[src/rtl/mul_sequencer_pkg.sv]
// Shared ALU package: opcode constants for the shared ALU and the state
// encoding of the multiply sequencer FSM.
package mul_sequencer_pkg;

  localparam logic [3:0] AluAdd  = 4'b0000;
  localparam logic [3:0] AluSub  = 4'b1000;
  localparam logic [3:0] AluSll  = 4'b0001;
  localparam logic [3:0] AluSrl  = 4'b1001;
  localparam logic [3:0] AluSra  = 4'b1101;
  localparam logic [3:0] AluSlt  = 4'b0010;
  localparam logic [3:0] AluSltu = 4'b0011;
  localparam logic [3:0] AluXor  = 4'b0100;
  localparam logic [3:0] AluOr   = 4'b0110;
  localparam logic [3:0] AluAnd  = 4'b0111;

  // StIdle must stay at encoding 0 so a cleared state register means IDLE.
  typedef enum logic [2:0] {
    StIdle  = 3'd0,
    StLoad  = 3'd1,
    StAdd   = 3'd2,
    StCarry = 3'd3,
    StShift = 3'd4,
    StDone  = 3'd5
  } mul_state_e;

endpackage

[src/rtl/mul_sequencer_if.sv]
// Multiply sequencer bus: start/operand request, status and product, and the
// shared ALU operand/result path.
//   slave  : seen by the sequencer (requests and ALU result in, status/product/ALU operands out)
//   master : seen by the requester/parent (drives requests and ALU result)
interface mul_sequencer_if;

  logic        iStart;
  logic [31:0] iMulA;
  logic [31:0] iMulB;
  logic        oBusy;
  logic        oDone;
  logic [31:0] oProdHi;
  logic [31:0] oProdLo;
  logic [31:0] oAluA;
  logic [31:0] oAluB;
  logic [3:0]  oAluOp;
  logic        oAluReq;
  logic [31:0] iAluData;

  modport slave (
    input  iStart, iMulA, iMulB, iAluData,
    output oBusy, oDone, oProdHi, oProdLo, oAluA, oAluB, oAluOp, oAluReq
  );

  modport master (
    output iStart, iMulA, iMulB, iAluData,
    input  oBusy, oDone, oProdHi, oProdLo, oAluA, oAluB, oAluOp, oAluReq
  );

endinterface

[src/rtl/mul_sequencer.sv]
// 32x32 unsigned shift-and-add multiplier that borrows a shared ALU for every
// addition (ADD for the partial sum, SLTU to recover the carry-out).
// Ports:
//   iClk  : clock, rising edge
//   iRst  : synchronous active-high reset
//   bus   : mul_sequencer_if.slave - start/operands in, busy/done/product out,
//           ALU operands/opcode/request out, ALU result in (combinational)
module mul_sequencer
  import mul_sequencer_pkg::*;
(
  input  logic            iClk,
  input  logic            iRst,
  mul_sequencer_if.slave  bus
);

  mul_state_e  state_q, state_d;
  logic [31:0] mcand_q, mcand_d;
  logic [31:0] hi_q, hi_d;
  logic [31:0] lo_q, lo_d;
  logic [31:0] sum_q, sum_d;
  logic        carry_q, carry_d;
  logic [31:0] cnt_q, cnt_d;

  // Registered outputs, computed from the next state.
  logic        busy_q, busy_d;
  logic        done_q, done_d;
  logic        alu_req_q, alu_req_d;
  logic [31:0] alu_a_q, alu_a_d;
  logic [31:0] alu_b_q, alu_b_d;
  logic [3:0]  alu_op_q, alu_op_d;

  always_comb begin
    state_d = state_q;
    mcand_d = mcand_q;
    hi_d    = hi_q;
    lo_d    = lo_q;
    sum_d   = sum_q;
    carry_d = carry_q;
    cnt_d   = cnt_q;

    unique case (state_q)
      StIdle: begin
        if (bus.iStart) begin
          mcand_d = bus.iMulA;
          lo_d    = bus.iMulB;
          state_d = StLoad;
        end
      end
      StLoad: begin
        hi_d    = '0;
        carry_d = 1'b0;
        cnt_d   = 32'h1;
        state_d = lo_q[0] ? StAdd : StShift;
      end
      StAdd: begin
        sum_d   = bus.iAluData;
        state_d = StCarry;
      end
      StCarry: begin
        // sum < hi (unsigned) exactly when hi + mcand overflowed.
        carry_d = bus.iAluData[0];
        hi_d    = sum_q;
        state_d = StShift;
      end
      StShift: begin
        // 65-bit right shift of {carry,hi,lo} done purely by wiring.
        {carry_d, hi_d, lo_d} = {1'b0, carry_q, hi_q, lo_q[31:1]};
        cnt_d = {cnt_q[30:0], cnt_q[31]};
        if (cnt_q[31]) begin
          state_d = StDone;
        end else if (lo_q[1]) begin
          state_d = StAdd;
        end else begin
          state_d = StShift;
        end
      end
      StDone: begin
        state_d = StIdle;
      end
      default: begin
        state_d = StIdle;
      end
    endcase

    busy_d    = state_d inside {StLoad, StAdd, StCarry, StShift};
    done_d    = (state_d == StDone);
    alu_req_d = state_d inside {StAdd, StCarry};
    alu_a_d   = '0;
    alu_b_d   = '0;
    alu_op_d  = AluAdd;
    if (state_d == StAdd) begin
      alu_a_d = hi_d;
      alu_b_d = mcand_d;
    end else if (state_d == StCarry) begin
      alu_a_d  = sum_d;
      alu_b_d  = hi_d;
      alu_op_d = AluSltu;
    end
  end

  always_ff @(posedge iClk) begin
    if (iRst) begin
      state_q   <= StIdle;
      mcand_q   <= '0;
      hi_q      <= '0;
      lo_q      <= '0;
      sum_q     <= '0;
      carry_q   <= 1'b0;
      cnt_q     <= '0;
      busy_q    <= 1'b0;
      done_q    <= 1'b0;
      alu_req_q <= 1'b0;
      alu_a_q   <= '0;
      alu_b_q   <= '0;
      alu_op_q  <= '0;
    end else begin
      state_q   <= state_d;
      mcand_q   <= mcand_d;
      hi_q      <= hi_d;
      lo_q      <= lo_d;
      sum_q     <= sum_d;
      carry_q   <= carry_d;
      cnt_q     <= cnt_d;
      busy_q    <= busy_d;
      done_q    <= done_d;
      alu_req_q <= alu_req_d;
      alu_a_q   <= alu_a_d;
      alu_b_q   <= alu_b_d;
      alu_op_q  <= alu_op_d;
    end
  end

  assign bus.oBusy   = busy_q;
  assign bus.oDone   = done_q;
  assign bus.oProdHi = hi_q;
  assign bus.oProdLo = lo_q;
  assign bus.oAluReq = alu_req_q;
  assign bus.oAluA   = alu_a_q;
  assign bus.oAluB   = alu_b_q;
  assign bus.oAluOp  = alu_op_q;

endmodule

[src/flat_wrapper.sv]
// flat-port wrapper written by rule: the top's interface ports become plain ports
module mul_sequencer_flat import mul_sequencer_pkg::*;
  (iClk, iRst, bus_iStart, bus_iMulA, bus_iMulB, bus_iAluData, bus_oBusy, bus_oDone, bus_oProdHi, bus_oProdLo, bus_oAluA, bus_oAluB, bus_oAluOp, bus_oAluReq);
  mul_sequencer_if bus_i ();
  input  logic iClk;
  input  logic iRst;
  input wire logic [$bits(bus_i.iStart)-1:0] bus_iStart;
  input wire logic [$bits(bus_i.iMulA)-1:0] bus_iMulA;
  input wire logic [$bits(bus_i.iMulB)-1:0] bus_iMulB;
  input wire logic [$bits(bus_i.iAluData)-1:0] bus_iAluData;
  output wire logic [$bits(bus_i.oBusy)-1:0] bus_oBusy;
  output wire logic [$bits(bus_i.oDone)-1:0] bus_oDone;
  output wire logic [$bits(bus_i.oProdHi)-1:0] bus_oProdHi;
  output wire logic [$bits(bus_i.oProdLo)-1:0] bus_oProdLo;
  output wire logic [$bits(bus_i.oAluA)-1:0] bus_oAluA;
  output wire logic [$bits(bus_i.oAluB)-1:0] bus_oAluB;
  output wire logic [$bits(bus_i.oAluOp)-1:0] bus_oAluOp;
  output wire logic [$bits(bus_i.oAluReq)-1:0] bus_oAluReq;
  assign bus_i.iStart = bus_iStart;
  assign bus_i.iMulA = bus_iMulA;
  assign bus_i.iMulB = bus_iMulB;
  assign bus_i.iAluData = bus_iAluData;
  assign bus_oBusy = bus_i.oBusy;
  assign bus_oDone = bus_i.oDone;
  assign bus_oProdHi = bus_i.oProdHi;
  assign bus_oProdLo = bus_i.oProdLo;
  assign bus_oAluA = bus_i.oAluA;
  assign bus_oAluB = bus_i.oAluB;
  assign bus_oAluOp = bus_i.oAluOp;
  assign bus_oAluReq = bus_i.oAluReq;
  mul_sequencer u_core (.iClk(iClk), .iRst(iRst), .bus(bus_i));
endmodule
[config.mk]
export PLATFORM = sky130hd
export DESIGN_NAME = mul_sequencer_flat
export DESIGN_NICKNAME = d
export VERILOG_FILES = /design/src/rtl/mul_sequencer_pkg.sv /design/src/rtl/mul_sequencer_if.sv /design/src/rtl/mul_sequencer.sv /design/src/flat_wrapper.sv
export SDC_FILE = /design/constraint.sdc
export NUM_CORES = 1
export LEC_CHECK = 0
export CAP_MARGIN = 25
export CORE_MARGIN = 3
export CORE_UTILIZATION = 34
export DETAILED_ROUTE_END_ITERATION = 8
export HOLD_SLACK_MARGIN = 0.06
export REMOVE_ABC_BUFFERS = 1
export SLEW_MARGIN = 20
export SYNTH_ARGS = -nofsm -noshare
export SYNTH_HDL_FRONTEND = slang
export SYNTH_SLANG_ARGS = --single-unit
[constraint.sdc]
create_clock -name iClk -period 1.4 [get_ports iClk]
set_input_delay 0.28 -clock iClk [delete_from_list [all_inputs] [get_ports iClk]]
set_output_delay 0.28 -clock iClk [all_outputs]
set_load 0.005 [all_outputs]
==> flow_metrics.tcl, run 1 <==
set metrics [dict create \
    status "finished with violations" \
    failed_checks "setup timing" \
    timing.final.hold_violations 0 \
    grt-ovfl-total 0 \
    grt_pass1_wl_um 47980 \
    track_usage_pct 19.12 \
    timing.max_slew.rel_slack_pct 63.86 \
    starting_drt_drc_count 414 \
    buffers_from_clock_root_to_sink_at_most 3 \
    stdcell_area_um2 16660 \
    dpl.cell_count 1573 \
    achievable_freq_ghz 0.6043 \
    grt_setup_unrepaired "true" \
    drt-wirelength-per-cell_um 19.81 \
    flow.area_growth_from_synthesis_pct 71.28 \
    die_width_um 175.2 \
    drive_above_1_share_pct 45.41 \
    synthCells 1001 \
    synth_enable_flop_cells 0 \
    arrival_ns 2.05 \
    layout.filler_cells 2285 \
    clock_insertion_delay_worst_skew_ns 0.53 \
    synthDominantCellAreaShare_pct 47.74 \
    final_critical_path_setup_slack_ns -0.2549 \
    buffer_ports.inserted 231 \
    grt_pass1_vias 8549 \
    post-place-ws_ns -0.5232 \
    worst-endpoint-required_ns 1.80 \
    number_of_antenna_violations_at_the_first_check_in_global_routing 0 \
    finalCritPeriodShare_pct 118.2 \
    die_h_um 175.2 \
    num_antenna_cells 0 \
    seq_total_area_yosys_pct 47.74 \
    share_of_flip_flops_with_an_asynchronous_set_or_reset_after_synthesis_pct 0 \
    cts_tree "yes" \
    drt-vias-per-instance 5.168 \
    syn-mean-instance-area_um2 9.720 \
    final_setup_fails 214 \
    end_kind "flop" \
    num_vias 8884 \
    detailed_place_hpwl_um 18260 \
    worst_pin_slew_ns 0.5384 \
    initial_standard_cell_utilization_of_the_core_pct 34.73 \
    clock_sinks 232 \
    yosysUniqueCellTypes 37 \
    drv_cap 0 \
    finClkSkew_ns 0.01226 \
    period_minus_slack_ns 1.655 \
    p_leak_nw 6.631 \
    critical_path.reg2reg.endpoint "u_core.bus.oAluB[15]" \
    drt_pass1_iterations 4 \
    grt_start_max_net_pins 63 \
    nets 1426 \
    clock_tree.htree_level_count 1 \
    fin_cells 1719 \
    floorplan.die_area_um2 30680 \
    worst_setup_hold_path_clk_slew_ns 0.06 \
    ys_top_cells_by_count "dfxtp_1, nand2_1, a21oi_1" \
    hp-class "input pin to flop" \
    cts_root_buf "clkbuf_16" \
    worst-setup-path-type "flop to flop" \
    timing.hold.ws_ns 0.07768 \
    synth_top_cells_by_area "dfxtp_1, mux2i_1, a21oi_1" \
    finalPower_mw 17.36 \
    ir_drop_mv 0.7112 \
    timing.reg2reg.worst_path_depth 6 \
    start_kind "flop" \
    cp_max_fo 8 \
    top_level_ports 234 \
    rows 61 \
    power_density_nw_per_um2 1041 \
    postRouteAntennaNets 0 \
    most_numerous_cell_in_the_yosys_netlist "dfxtp_1" \
    worstReg2RegStart "u_core.state_q[2]" \
    critical_path.startpoint "u_core.state_q[2]" \
    timing.critical_path.to "u_core.bus.oAluB[15]" \
    synth_top_area_cell "dfxtp_1" \
    drt_drc_violations_left 0 \
    synth-main-ff-cell "dfxtp_1" \
    reg2reg_setup_slack_ns -0.25 \
    core_region_area_um2 28010 \
    tritoncts.num_buffers 26 \
    ys_warn_count 0 \
    drt-total-wl_um 34050 \
    placer_congestion_estimate 0.7517 \
    synthesis.area_um2 9729 \
    final_max_slew_viol_count 0 \
    number_of_register_bits_inferred_by_synthesis 232 \
    post_dp_cell_area_um2 12800 \
]
==> where the power goes <==
part / internal (mW) / switching (mW) / total, mW
sequential: 6.86 / 0.201 / 7.06
clock: 4.24 / 2.72 / 6.95
combinational: 1.81 / 1.53 / 3.34
==> placed cells by master (no fill, tap or decap), drive strengths merged, types with 6 or more instances in the layout <==
cell,Yosys,routed
buf,56,163
clkbuf,46,61
a22o,28,28
mux2i,64,64
o22ai,55,55
nand2,96,96
and3,31,31
o21ai,49,49
dlygate4sd2,0,38
clkinv,0,6
nor2b,37,37
dfxtp,232,232
nor2,70,70
clkdlybuf4s15,0,70
nand3b,8,8
and3b,37,37
a21oi,73,73
a211oi,66,66
clkdlybuf4s50,0,97
nor3b,33,33
==> area by class of cell <==
type | instances | area (µm²) | share of cell area, %
Multi-Input combinational cell | 665 | 5971 | 35.83
Sequential cell | 232 | 4780 | 28.68
Timing Repair Buffer | 399 | 4567 | 27.40
Clock buffer | 32 | 735.7 | 4.415
Tap cell | 378 | 473.0 | 2.838
Clock inverter | 10 | 127.6 | 0.7658
Inverter | 3 | 11.26 | 0.06757
==> kinds of logic after synthesis <==
| group | Yosys count | share of synthesized area (%) |
|---|---|---|
| and+or+nand+nor | 321 | 18.34 |
| AOI/OAI and AO/OA | 277 | 21.32 |
| buffers and inverters | 105 | 5.890 |
| xor gates and xnor gates | 1 | 0.09004 |
| other | 1 | 0.03854 |
| muxes | 64 | 6.584 |
| DFF | 232 | 47.74 |
==> critical path: stages (launching register included) <==
cell,delay (ns)
dfxtp_4,0.37
buf_12,0.13
nor4b_4,0.22
buf_6,0.22
clkbuf_16,0.23
mux2i_4,0.25
o22ai_2,0.09
==> per-stage QoR <==
step / setup TNS (ns) / util, %
finish: -35.93 / 59.49
detailed placement: -56.45 / 45.70
global placement: -52.59 / 45.70
CTS: -28.62 / 53.78
floorplan: -826.83 / -
global route: -48.47 / 59.49
==> worst min path at each step <==
stage / startpoint / slack, ns / cells after the start / end
6_report: iRst / 0.08 / 2 / u_core.state_q[1]
5_1_grt: iRst / 0.06 / 2 / u_core.state_q[1]
4_1_cts: iRst / 0.05 / 2 / u_core.sum_q[31]
3_5_place_dp: u_core.sum_q[2] / 0.44 / 2 / u_core.sum_q[2]
3_3_place_gp: u_core.sum_q[24] / 0.44 / 2 / u_core.sum_q[24]
2_1_floorplan: iRst / 0.34 / 1 / u_core.bus.oProdLo[10]
==> per-layer routing <==
metal	GRT usage [%]	wire, µm	up-vias
li1	-	-	4236
met4	3.524	529	0
met5	0	0	-
met1	25.77	15070	4346
met2	31.39	16210	264
met3	4.737	2242	38
==> registers in the layout, summed over array words and instances (netlist names), 3 cells and up <==
name                count
u_core.state_q          3
u_core.mcand_q         32
u_core.sum_q           32
u_core.bus.oAluA       32
u_core.bus.oProdHi     32
u_core.bus.oProdLo     32
u_core.cnt_q           32
u_core.bus.oAluB       32
==> repair_timing <==
action / 4_1_cts / 5_1_grt
setup endpoints to repair: 355 / 286
buffers inserted: 55 / 25
pin swaps: 52 / 115
cloned: 16 / 17
endpoints found under the hold margin: 2 / 0
resized for setup: 423 / 346
Note: power is estimated with default switching activity, not from simulation.
==> inputs of run 2 (changes only) <==
==> constraint.sdc (replaced) <==
create_clock -name iClk -period 1.7 [get_ports iClk]
set_input_delay 0.34 -clock iClk [delete_from_list [all_inputs] [get_ports iClk]]
set_output_delay 0.34 -clock iClk [all_outputs]
set_load 0.005 [all_outputs]
==> flow_metrics.tcl, run 2 (synthesis gave the netlist of run 1 again) <==
set metrics [dict create \
    power_density_nw_per_um2 957.3 \
    clock_tree.htree_level_count 1 \
    final_setup_fails 0 \
    worstPathCellList "clkdlybuf4s50_1" \
    cts_root_buf "clkbuf_16" \
    drive_above_1_share_pct 18.15 \
    floorplan.die_area_um2 30680 \
    met3_wirelength_um 2024 \
    cp_slowest_cell "clkdlybuf4s50_1" \
    detailed_place_hpwl_um 18120 \
    ir_drop_mv 0.5446 \
    num_antenna_cells 0 \
    layout.filler_cells 2692 \
    hp-class "input pin to flop" \
    final_max_slew_viol_count 0 \
    grt_setup_unrepaired "true" \
    timing.final.hold_violations 0 \
    ff_latch_area_um2 4737 \
    worst_setup_hold_path_clk_slew_ns 0.06 \
    starting_drt_drc_count 439 \
    worst-endpoint-required_ns 1.36 \
    die_width_um 175.2 \
    achievable_freq_ghz 0.6030 \
    finalCritPeriodShare_pct 97.54 \
    area_occupied_by_multi_input_gates_um2 4557 \
    initial_standard_cell_utilization_of_the_core_pct 34.73 \
    arrival_ns 1.32 \
    nets 1317 \
    postLayoutCoreUtil_pct 48.41 \
    finalPower_mw 12.98 \
    drv_cap 0 \
    stdcell_area_um2 13560 \
    status "complete, no violations" \
    placer_congestion_estimate 0.7246 \
    rows 61 \
    mostFrequentLayoutCell "dfxtp_1" \
    period_minus_slack_ns 1.658 \
    flow.area_growth_from_synthesis_pct 39.38 \
    drt-wirelength-per-cell_um 16.85 \
    clock_sinks 232 \
    postRouteAntennaNets 0 \
    top_level_ports 234 \
    num_vias 8057 \
    cts_tree "yes" \
    p_leak_nw 6.010 \
    cp_max_fo 1 \
    number_of_antenna_violations_at_the_first_check_in_global_routing 0 \
    finClkSkew_ns 0.008833 \
    cts-hold-fix-buffers 0 \
    worst-setup-path-type "flop to primary output" \
    timing.critical_path.max_delay_family "buffers and inverters" \
    core_region_area_um2 28010 \
    layout_common_cells "dfxtp_1, dlygate4sd2_1, clkdlybuf4s50_1" \
    grt_pass1_wl_um 43640 \
    post_dp_cell_area_um2 12580 \
    track_usage_pct 17.08 \
    start_kind "flop" \
    detail_route.wirelength.met1_um 12830 \
    drt-total-wl_um 27160 \
    drt_pass1_iterations 4 \
    die_h_um 175.2 \
    buffer_ports.inserted 231 \
    drt-vias-per-instance 4.998 \
    delay_of_the_slowest_critical_path_stage_ns 0.49 \
    clock_insertion_delay_worst_skew_ns 0.52 \
    buffers_from_clock_root_to_sink_at_most 3 \
    bufs_and_invs_on_worst_path 1 \
    end_kind "primary output" \
    route.met2.wl_um 11950 \
    tritoncts.num_buffers 25 \
    grt_pass1_vias 7989 \
    grt-ovfl-total 0 \
    drt_drc_violations_left 0 \
    top_signal_layer_used "met4" \
    grt_start_max_net_pins 76 \
]
run 2: cell count changes in the layout (fill, tap and decap cells not counted), sizes merged, moves of 2 or more:
cell           delta
clkdlybuf4s15    -70
dlymetal6s2s     +18
clkbuf           -28
bufbuf            -2
buf             -103
dlygate4sd2      +76
run 2: path summary, 6_finish.rpt:
kind                   startpoint                     to  depth (start not counted)  slack (ns)
max          u_core.bus.oAluB[28]          bus_oAluB[28]                          1        0.04
min                          iRst  u_core.bus.oProdLo[6]                          2        0.18
max reg2reg     u_core.state_q[2]   u_core.bus.oAluB[30]                          6        0.07
min reg2reg      u_core.sum_q[24]       u_core.sum_q[24]                          2        0.45
run 2: final cells by class:
type | instances | share of cell area (%)
sequential | 232 | 34.93
clock inverter | 11 | 1.052
inverter | 3 | 0.08304
multi-input combinational | 665 | 33.60
timing repair buffer | 291 | 21.66
clock buffer | 32 | 5.176
tap | 378 | 3.488
run 2: what timing repair did:
item / in CTS / in global routing
endpoints found under the setup margin: 115 / 78
resized for setup: 170 / 27
buffers inserted: 13 / 1
pin swaps: 1 / 1
gates cloned: 0 / 0
run 2: per-stage QoR:
stage / hold slack, ns / TNS, ns / setup slack [ns] / std cells
2_1_floorplan: 0.4046 / -757.23 / -4.601 / 900
3_3_place_gp: 0.4386 / -15.66 / -0.2406 / 1555
5_1_grt: 0.1947 / -0.05950 / -0.01370 / 1612
6_report: 0.1836 / 0 / 0.04175 / 1612
4_1_cts: 0.1665 / 0 / 0.001745 / 1611
3_5_place_dp: 0.4436 / -20.65 / -0.3071 / 1555
run 2: layer usage:
layer,up-vias,track usage [%]
met5,-,0
met4,0,3.225
met3,29,4.672
met2,210,27.03
met1,3807,23.56
li1,4011,-
run 2: power breakdown:
part	total [mW]	switching, mW	internal [mW]
Sequential	5.77	0.124	5.65
Clock	5.56	2.20	3.36
Combinational	1.65	0.839	0.815
Total	13.0	3.16	9.82
==> inputs of run 3 (changes only) <==
--- a/config.mk
+++ b/config.mk
@@ -7,9 +7,10 @@
 export LEC_CHECK = 0
 export CAP_MARGIN = 25
 export CORE_MARGIN = 3
-export CORE_UTILIZATION = 34
+export CORE_UTILIZATION = 50
 export DETAILED_ROUTE_END_ITERATION = 8
 export HOLD_SLACK_MARGIN = 0.06
+export PLACE_DENSITY = 0.8
 export REMOVE_ABC_BUFFERS = 1
 export SLEW_MARGIN = 20
 export SYNTH_ARGS = -nofsm -noshare
==> flow_metrics.tcl, run 3 (synthesis gave the netlist of run 1 again) <==
set metrics [dict create \
    final_setup_fails 0 \
    die_width_um 145.5 \
    ir_drop_mv 0.7609 \
    status "complete, no violations" \
    mostFrequentLayoutCell "dfxtp_1" \
    buffers_from_clock_root_to_sink_at_most 3 \
    final_max_slew_viol_count 0 \
    finalPower_mw 12.64 \
    drt_drc_violations_left 0 \
    starting_drt_drc_count 449 \
    drive_above_1_share_pct 17.92 \
    p_leak_nw 6.286 \
    bufs_and_invs_on_worst_path 1 \
    die_h_um 145.5 \
    drt-total-wl_um 26340 \
    tritoncts.num_buffers 24 \
    cp_slowest_cell "clkdlybuf4s50_1" \
    power_density_nw_per_um2 940.5 \
    number_of_antenna_violations_at_the_first_check_in_global_routing 0 \
    cp_max_fo 1 \
    layout_common_cells "dfxtp_1, clkdlybuf4s50_1, nand2_1" \
    dpl.cell_count 1428 \
    drt-vias-per-instance 5.510 \
    start_kind "flop" \
    layout.filler_cells 1425 \
    arrival_ns 1.34 \
    placer_congestion_estimate 0.7904 \
    track_usage_pct 23.26 \
    num_vias 8199 \
    core_region_area_um2 18890 \
    flow.area_growth_from_synthesis_pct 38.13 \
    drt-wirelength-per-cell_um 17.70 \
    initial_standard_cell_utilization_of_the_core_pct 51.50 \
    grt-ovfl-total 0 \
    rows 50 \
    cp_num_cells 1 \
    end_kind "primary output" \
    cts_root_buf "clkbuf_16" \
    postRouteAntennaNets 0 \
    drv_cap 0 \
    period_minus_slack_ns 1.682 \
    num_antenna_cells 0 \
    hp-class "input pin to flop" \
    buffer_ports.inserted 231 \
    timing.final.hold_violations 0 \
    timing.critical_path.max_delay_family "buffers and inverters" \
    detailed_place_hpwl_um 16580 \
    top_level_ports 234 \
    timing.reg2reg.worst_path_depth 5 \
    floorplan.die_area_um2 21170 \
    worst_setup_hold_path_clk_slew_ns 0.06 \
    nets 1310 \
    fin_cells 1488 \
    achievable_freq_ghz 0.5945 \
    clock_sinks 232 \
    finalCritPeriodShare_pct 98.95 \
    clock_tree.htree_level_count 1 \
    worstPathCellList "clkdlybuf4s50_1" \
    worst-endpoint-required_ns 1.36 \
    delay_of_the_slowest_critical_path_stage_ns 0.52 \
    finClkSkew_ns 0.005361 \
    drt_pass1_iterations 5 \
    clock_insertion_delay_worst_skew_ns 0.51 \
    worst-setup-path-type "flop to primary output" \
    grt_pass1_wl_um 41550 \
    grt_pass1_vias 7930 \
    cts_tree "yes" \
    timing.hold.ws_ns 0.1661 \
    grt_start_max_net_pins 66 \
    hold_depth 2 \
]
## run 3: cell types whose count changed in the layout (fill, tap and decap cells not counted), sizes merged, moves of 2 or more
cell / before / now
clkinv: 5 / 7
buf: 60 / 55
clkdlybuf4s50: 98 / 125
dlygate4sd2: 114 / 51
dlymetal6s2s: 18 / 54
clkbuf: 33 / 35
bufinv: 3 / 1
clkinvlp: 2 / 0
## run 3: final timing paths
check	startpoint	end	slack (ns)
worst max register to register	u_core.state_q[0]	u_core.bus.oAluA[24]	0.04
worst min register to register	u_core.sum_q[13]	u_core.sum_q[13]	0.45
worst min-delay path	iRst	u_core.bus.oAluB[3]	0.17
worst max-delay path	u_core.bus.oDone	bus_oDone	0.02
## run 3: routing by layer
| metal | wire [µm] | global-route usage (%) | vias to the layer above |
|---|---|---|---|
| li1 | - | - | 3988 |
| met1 | 11780 | 30.18 | 3921 |
| met2 | 12110 | 37.98 | 258 |
| met3 | 2032 | 7.537 | 32 |
| met4 | 422 | 5.461 | 0 |
| met5 | 0 | 0 | - |
## run 3: power breakdown
group          switching (mW)  internal (mW)  leakage, nW
sequential              0.128           5.65         1.91
clock                    2.11           3.09        0.397
combinational           0.845          0.816         3.98
## run 3: per-stage QoR
stage	setup WS (ns)	TNS, ns	util [%]	instance area, µm²
floorplan	-4.601	-757.23	-	9171
global placement	-0.2300	-15.99	65.22	12320
detailed placement	-0.2883	-19.07	65.22	12320
CTS	0.0006168	0	70.03	13230
global route	-0.02591	-0.05168	71.13	13440
finish	0.01786	0	71.13	13440
## run 3: area by class of cell
cell class	count	area, µm²	area share (%)
Tap cell	260	325.3	2.421
Clock inverter	8	65.06	0.4841
Sequential cell	232	4726	35.16
Timing Repair Buffer	285	2994	22.28
Clock buffer	35	723.2	5.381
Multi-Input combinational cell	665	4594	34.19
Inverter	3	11.26	0.08379
## run 3: timing repair
action                     4_1_cts  5_1_grt
gates cloned                     0        0
pin swaps                        0        0
buffers inserted                15        2
resized for setup              102       66
hold endpoints to repair         0        0
hold buffers                     0        0
setup endpoints to repair       73       75
==> RTL change 1 (settings of run 3) <==
`hi_q`, `lo_q` and `sum_q` no longer have a reset.
--- a/src/rtl/mul_sequencer.sv
+++ b/src/rtl/mul_sequencer.sv
@@ -104,5 +104,2 @@
       mcand_q   <= '0;
-      hi_q      <= '0;
-      lo_q      <= '0;
-      sum_q     <= '0;
       carry_q   <= 1'b0;
@@ -118,5 +115,2 @@
       mcand_q   <= mcand_d;
-      hi_q      <= hi_d;
-      lo_q      <= lo_d;
-      sum_q     <= sum_d;
       carry_q   <= carry_d;
@@ -130,2 +124,8 @@
     end
+  end
+
+  always_ff @(posedge iClk) begin
+    hi_q  <= hi_d;
+    lo_q  <= lo_d;
+    sum_q <= sum_d;
   end
Check against the original RTL: not equivalent (a bounded check fails within 4 cycles, from zero or initial values and one cycle with iRst high).
==> RTL change 1 against run 3 <==
  * The flow now finishes with violations (negative setup slack)
  * Sequential cell count stayed put
  * Area after synthesis is 5.3% lower
  * Clock skew is 0.017 ns higher
  * Wire length is 27% higher
  * Setup slack worse by 0.18 ns
  * Cell area is 7.9% higher
  * Utilization is 9.3 points higher
  * Fmax is 9.8% lower
  * Global-route usage is 4.2 points higher
  * Critical path type is now register to register
  * Highest routed layer unchanged
Power is not compared: it rests on default switching activity, and its combinational part moved more than twofold at a synthesized area within 25%.
==> RTL change 1: results (changes against run 3) <==
| Metric | Value |
|---|---|
| Status | finished with violations |
| Violations in the final reports | negative setup slack |
| Transition time at the pin with the least slew margin | 0.5376 ns |
| R2R cell count | 8 (+3) |
| Non-clock buffer share | 25.56% (+3.3 points) |
| Non-clock inverter instance count of the final layout | 23 (+20) |
| Post-detailed-placement half-perimeter wirelength | 18,480 µm (+12%) |
| Met2 Track Usage GR | 47.28% (+9.3 points) |
| Slowest cell on crit path | sky130_fd_sc_hd__dfxtp_2 |
| Met3 layer wire length in the routed design | 2812 µm (+38%) |
| Met3 Usage GRT | 6.067% (-1.5 points) |
| Pin count of the biggest net entering global routing | 57 (-14%) |
| Unique cell type count in the Yosys netlist | 43 (+16%) |
| Total inserted antenna cells | 0 (unchanged) |
| Post-route setup TNS | -8.051 ns (-8.051 ns) |
| Share of post-route cells with drive strength above 1 | 29.58% (+12 points) |
| Count of routing violations after the opening detailed-route iteration | 714 (+59%) |
| Final std cells w/o fill | 1,402 (-5.8%) |
| Sequential portion of the cell area | 34.85% (-0.31 points) |
| Dpl cell area | 12,060 µm² (-2.1%) |
| Via count of the first global-routing pass | 7,978 (+0.61%) |
| Met1 usage in global routing | 35.15% (+5.0 points) |
| Number of fillers in the final layout | 994 (-30%) |
| EDFF count, synth | 32 (+32) |
| Yosys top cell area share | 43.45% (-4.3 points) |
| Worst stage delay on the critical path | 0.33 ns (-0.19 ns) |
| Count of input and output buffers | 231 (unchanged) |
| Start of the worst register-to-register path | u_core.state_q[2] |
| Total track usage | 27.43% (+4.2 points) |
| Post-layout worst setup margin | -0.1653 ns (-0.1832 ns) |
| Wire length of the first global-routing pass | 43,970 µm (+5.8%) |
| Worst min-delay path endpoint | u_core.state_q[0] |
| Multi-input gates | 523 (-21%) |
| Final RePlAce weighted congestion | 0.8909 (+13%) |
| Setup Viol. Count Final | 99 (+99) |
| Mean post-synth cell area | 10.87 µm² (+12%) |
| Number of antenna violations at the first check in global routing | 0 (unchanged) |
| Ranking of synthesized cells by area | sky130_fd_sc_hd__dfxtp_1 (43%), sky130_fd_sc_hd__edfxtp_1 (10%), sky130_fd_sc_hd__mux2_2 (7.7%) |
| Clock-cell share of area | 6.245% (+0.38 points) |
| Initial DRT Pass Iterations | 5 (unchanged) |
| Count of buffers not belonging to the clock network in the layout | 349 (+22%) |
| Kind of end point of the critical path | register |
| Length of routed met2 wiring | 16,970 µm (+40%) |
| Clock tree buffer count of the final layout | 36 (+2.9%) |
| Number of nets in the layout | 1,253 (-4.4%) |
| Die extent in x | 141.8 µm (-2.6%) |
| Number of vias after detailed routing | 8,319 (+1.5%) |
| Critical Path Fanout Max | 8 (+7) |
| Fraction of area in multi-input gates | 30.62% (-3.6 points) |
| Final Skew | 0.02188 ns (+0.01652 ns) |
==> RTL change 1: cell count changes after synthesis, sizes merged, moves of 31 or more <==
cell	run 3	this run
dfxtp	232	200
nand2	96	21
and3	31	0
a21boi	0	32
mux2i	64	32
edfxtp	0	32
a22oi	0	32
nand2b	0	37
o22ai	55	16
and3b	37	0
mux2	0	63
a211oi	66	0
o21ai	49	2
==> RTL change 1: cells by family (layout without fill, tap and decap cells) <==
| kind of cell | after synthesis | in the layout | synth area share, % |
|---|---|---|---|
| AOI/OAI and AO/OA | 217 | 217 | 17.39 |
| other | 1 | 2 | 0.04069 |
| buffers and inverters | 94 | 418 | 5.146 |
| and+or+nand+nor | 209 | 209 | 12.37 |
| muxes | 95 | 95 | 11.17 |
| DFF | 232 | 232 | 53.88 |
==> RTL change 1: timing repair <==
action | CTS | global route
resized for setup | 194 | 151
pin swaps | 7 | 16
hold buffers | 0 | 0
gates cloned | 4 | 12
buffers inserted | 30 | 13
endpoints found under the setup margin | 202 | 152
==> RTL change 1: metrics by stage <==
| step | util, % | power (mW) |
|---|---|---|
| final | 80.48 | 18.36 |
| after global placement | 66.90 | 11.09 |
| after floorplan | - | 9.029 |
| after global routing | 80.48 | 18.93 |
| after detailed placement | 66.90 | 11.17 |
| after CTS | 75.61 | 17.53 |
==> RTL change 1: power by group through the flow <==
| stage | sequential [mW] | clock (mW) | combinational (mW) |
|---|---|---|---|
| final | 7.38 | 5.94 | 5.04 |
| after global routing | 7.44 | 6.17 | 5.31 |
| after CTS | 7.29 | 5.91 | 4.33 |
| after detailed placement | 7.33 | 0 | 3.84 |
| after global placement | 7.32 | 0 | 3.77 |
| after floorplan | 7.13 | 0 | 1.90 |
==> RTL change 2 (settings of run 3) <==
Without the edit above. Make the reset (`iRst`) asynchronous in one clocked block. Comments in the files are not updated.
--- a/src/rtl/mul_sequencer.sv
+++ b/src/rtl/mul_sequencer.sv
@@ -100,3 +100,3 @@
 
-  always_ff @(posedge iClk) begin
+  always_ff @(posedge iClk or posedge iRst) begin
     if (iRst) begin
Behaviour: differs if iRst is asserted again (counterexample within 4 cycles, from zero or initial values and one cycle with iRst high); with iRst held inactive, the same outputs for 4 cycles.
==> RTL change 2 against run 3 <==
  * The flow now finishes with violations (negative setup slack)
  * Cell area increased by 6.1%
  * Sequential cell count unchanged
  * Count of clock-buffer cells in the layout decreased by 4
  * First-iteration DRC count increased by 37%
  * Die area increased by 0.48%
  * Area after synthesis increased by 0.50%
  * Setup slack got worse by 0.11 ns
  * Wire length increased by 12%
  * Critical path type is now register to register
Power is not compared: it rests on default switching activity, and its combinational part moved more than twofold at a synthesized area within 25%.
==> RTL change 2: results (changes against run 3) <==
| Metric | Value |
|---|---|
| Sum of routed wire segments on met1 | 11,830 µm (+0.42%) |
| Post-route setup TNS | -3.304 ns (-3.304 ns) |
| Slowest cell on crit path | sky130_fd_sc_hd__dfrtp_2 |
| Ranking of synthesized cells by area | sky130_fd_sc_hd__dfrtp_1 (59%), sky130_fd_sc_hd__mux2_2 (9.7%), sky130_fd_sc_hd__a22o_1 (5.8%) |
| Final Skew | 0.01159 ns (+0.006233 ns) |
| Non-clock buffer share | 23.40% (+1.1 points) |
| Multi-input gates | 453 (-32%) |
| Pre-CTS setup slack | -0.3969 ns (-0.1086 ns) |
| Violations in the final reports | negative setup slack |
| Met3 Usage GRT | 4.111% (-3.4 points) |
| Async set or reset register ratio after synthesis | 100.0% (+100 points) |
| Clock-cell share of area | 6.574% (+0.71 points) |
| Pin count of the biggest net entering global routing | 63 (-4.5%) |
| Min-Delay Path Class | input port to asynchronous set/reset pin |
| Count of routing violations after the opening detailed-route iteration | 616 (+37%) |
| Length of routed met2 wiring | 14,460 µm (+19%) |
| Number of nets in the layout | 1,185 (-9.5%) |
| Post-layout worst setup margin | -0.09250 ns (-0.1104 ns) |
| Part of the Yosys area used for sequential elements | 59.37% (+12 points) |
| CP arrival | 2.20 ns (+0.86 ns) |
| Cell total after placement | 1,265 (-11%) |
| Count of buffers not belonging to the clock network in the layout | 338 (+19%) |
| Status | finished with violations |
| Setup Viol. Count Final | 63 (+63) |
| Dpl cell area | 12,730 µm² (+3.3%) |
| Cell area after layout | 14,260 µm² (+6.1%) |
| Leading post-synthesis cells by instance count | sky130_fd_sc_hd__dfrtp_1 (232), sky130_fd_sc_hd__o21ai_0 (97), sky130_fd_sc_hd__mux2_2 (84) |
| Met1 usage in global routing | 34.30% (+4.1 points) |
| Non-clock inverter instance count of the final layout | 36 (+33) |
| Sequential portion of the cell area | 40.86% (+5.7 points) |
| Final RePlAce weighted congestion | 0.7788 (-1.5%) |
| Met3 layer wire length in the routed design | 2176 µm (+7.1%) |
RTL change 2: final timing paths:
kind | slack, ns | startpoint | cells past startpoint | to
worst max-delay path | -0.09 | u_core.state_q[1] | 5 | u_core.bus.oAluB[11]
worst min-delay path | 0.19 | iRst | 2 | u_core.cnt_q[23]
worst max register to register | -0.09 | u_core.state_q[1] | 5 | u_core.bus.oAluB[11]
worst min register to register | 0.49 | u_core.cnt_q[25] | 1 | u_core.cnt_q[26]
max in group asynchronous | 0.98 | iRst | 3 | u_core.bus.oProdHi[16]
min in group iClk | 0.38 | bus_iAluData[20] | 3 | u_core.bus.oAluA[20]
RTL change 2: logic make-up after synthesis:
group / count (synthesis) / synth area share (%)
AO/OA/AOI/OAI: 240 / 16.60
flip-flops: 232 / 59.37
AND/OR/NAND/NOR: 116 / 7.985
buffers and inverters: 106 / 4.799
multiplexers: 94 / 11.21
other: 1 / 0.03835
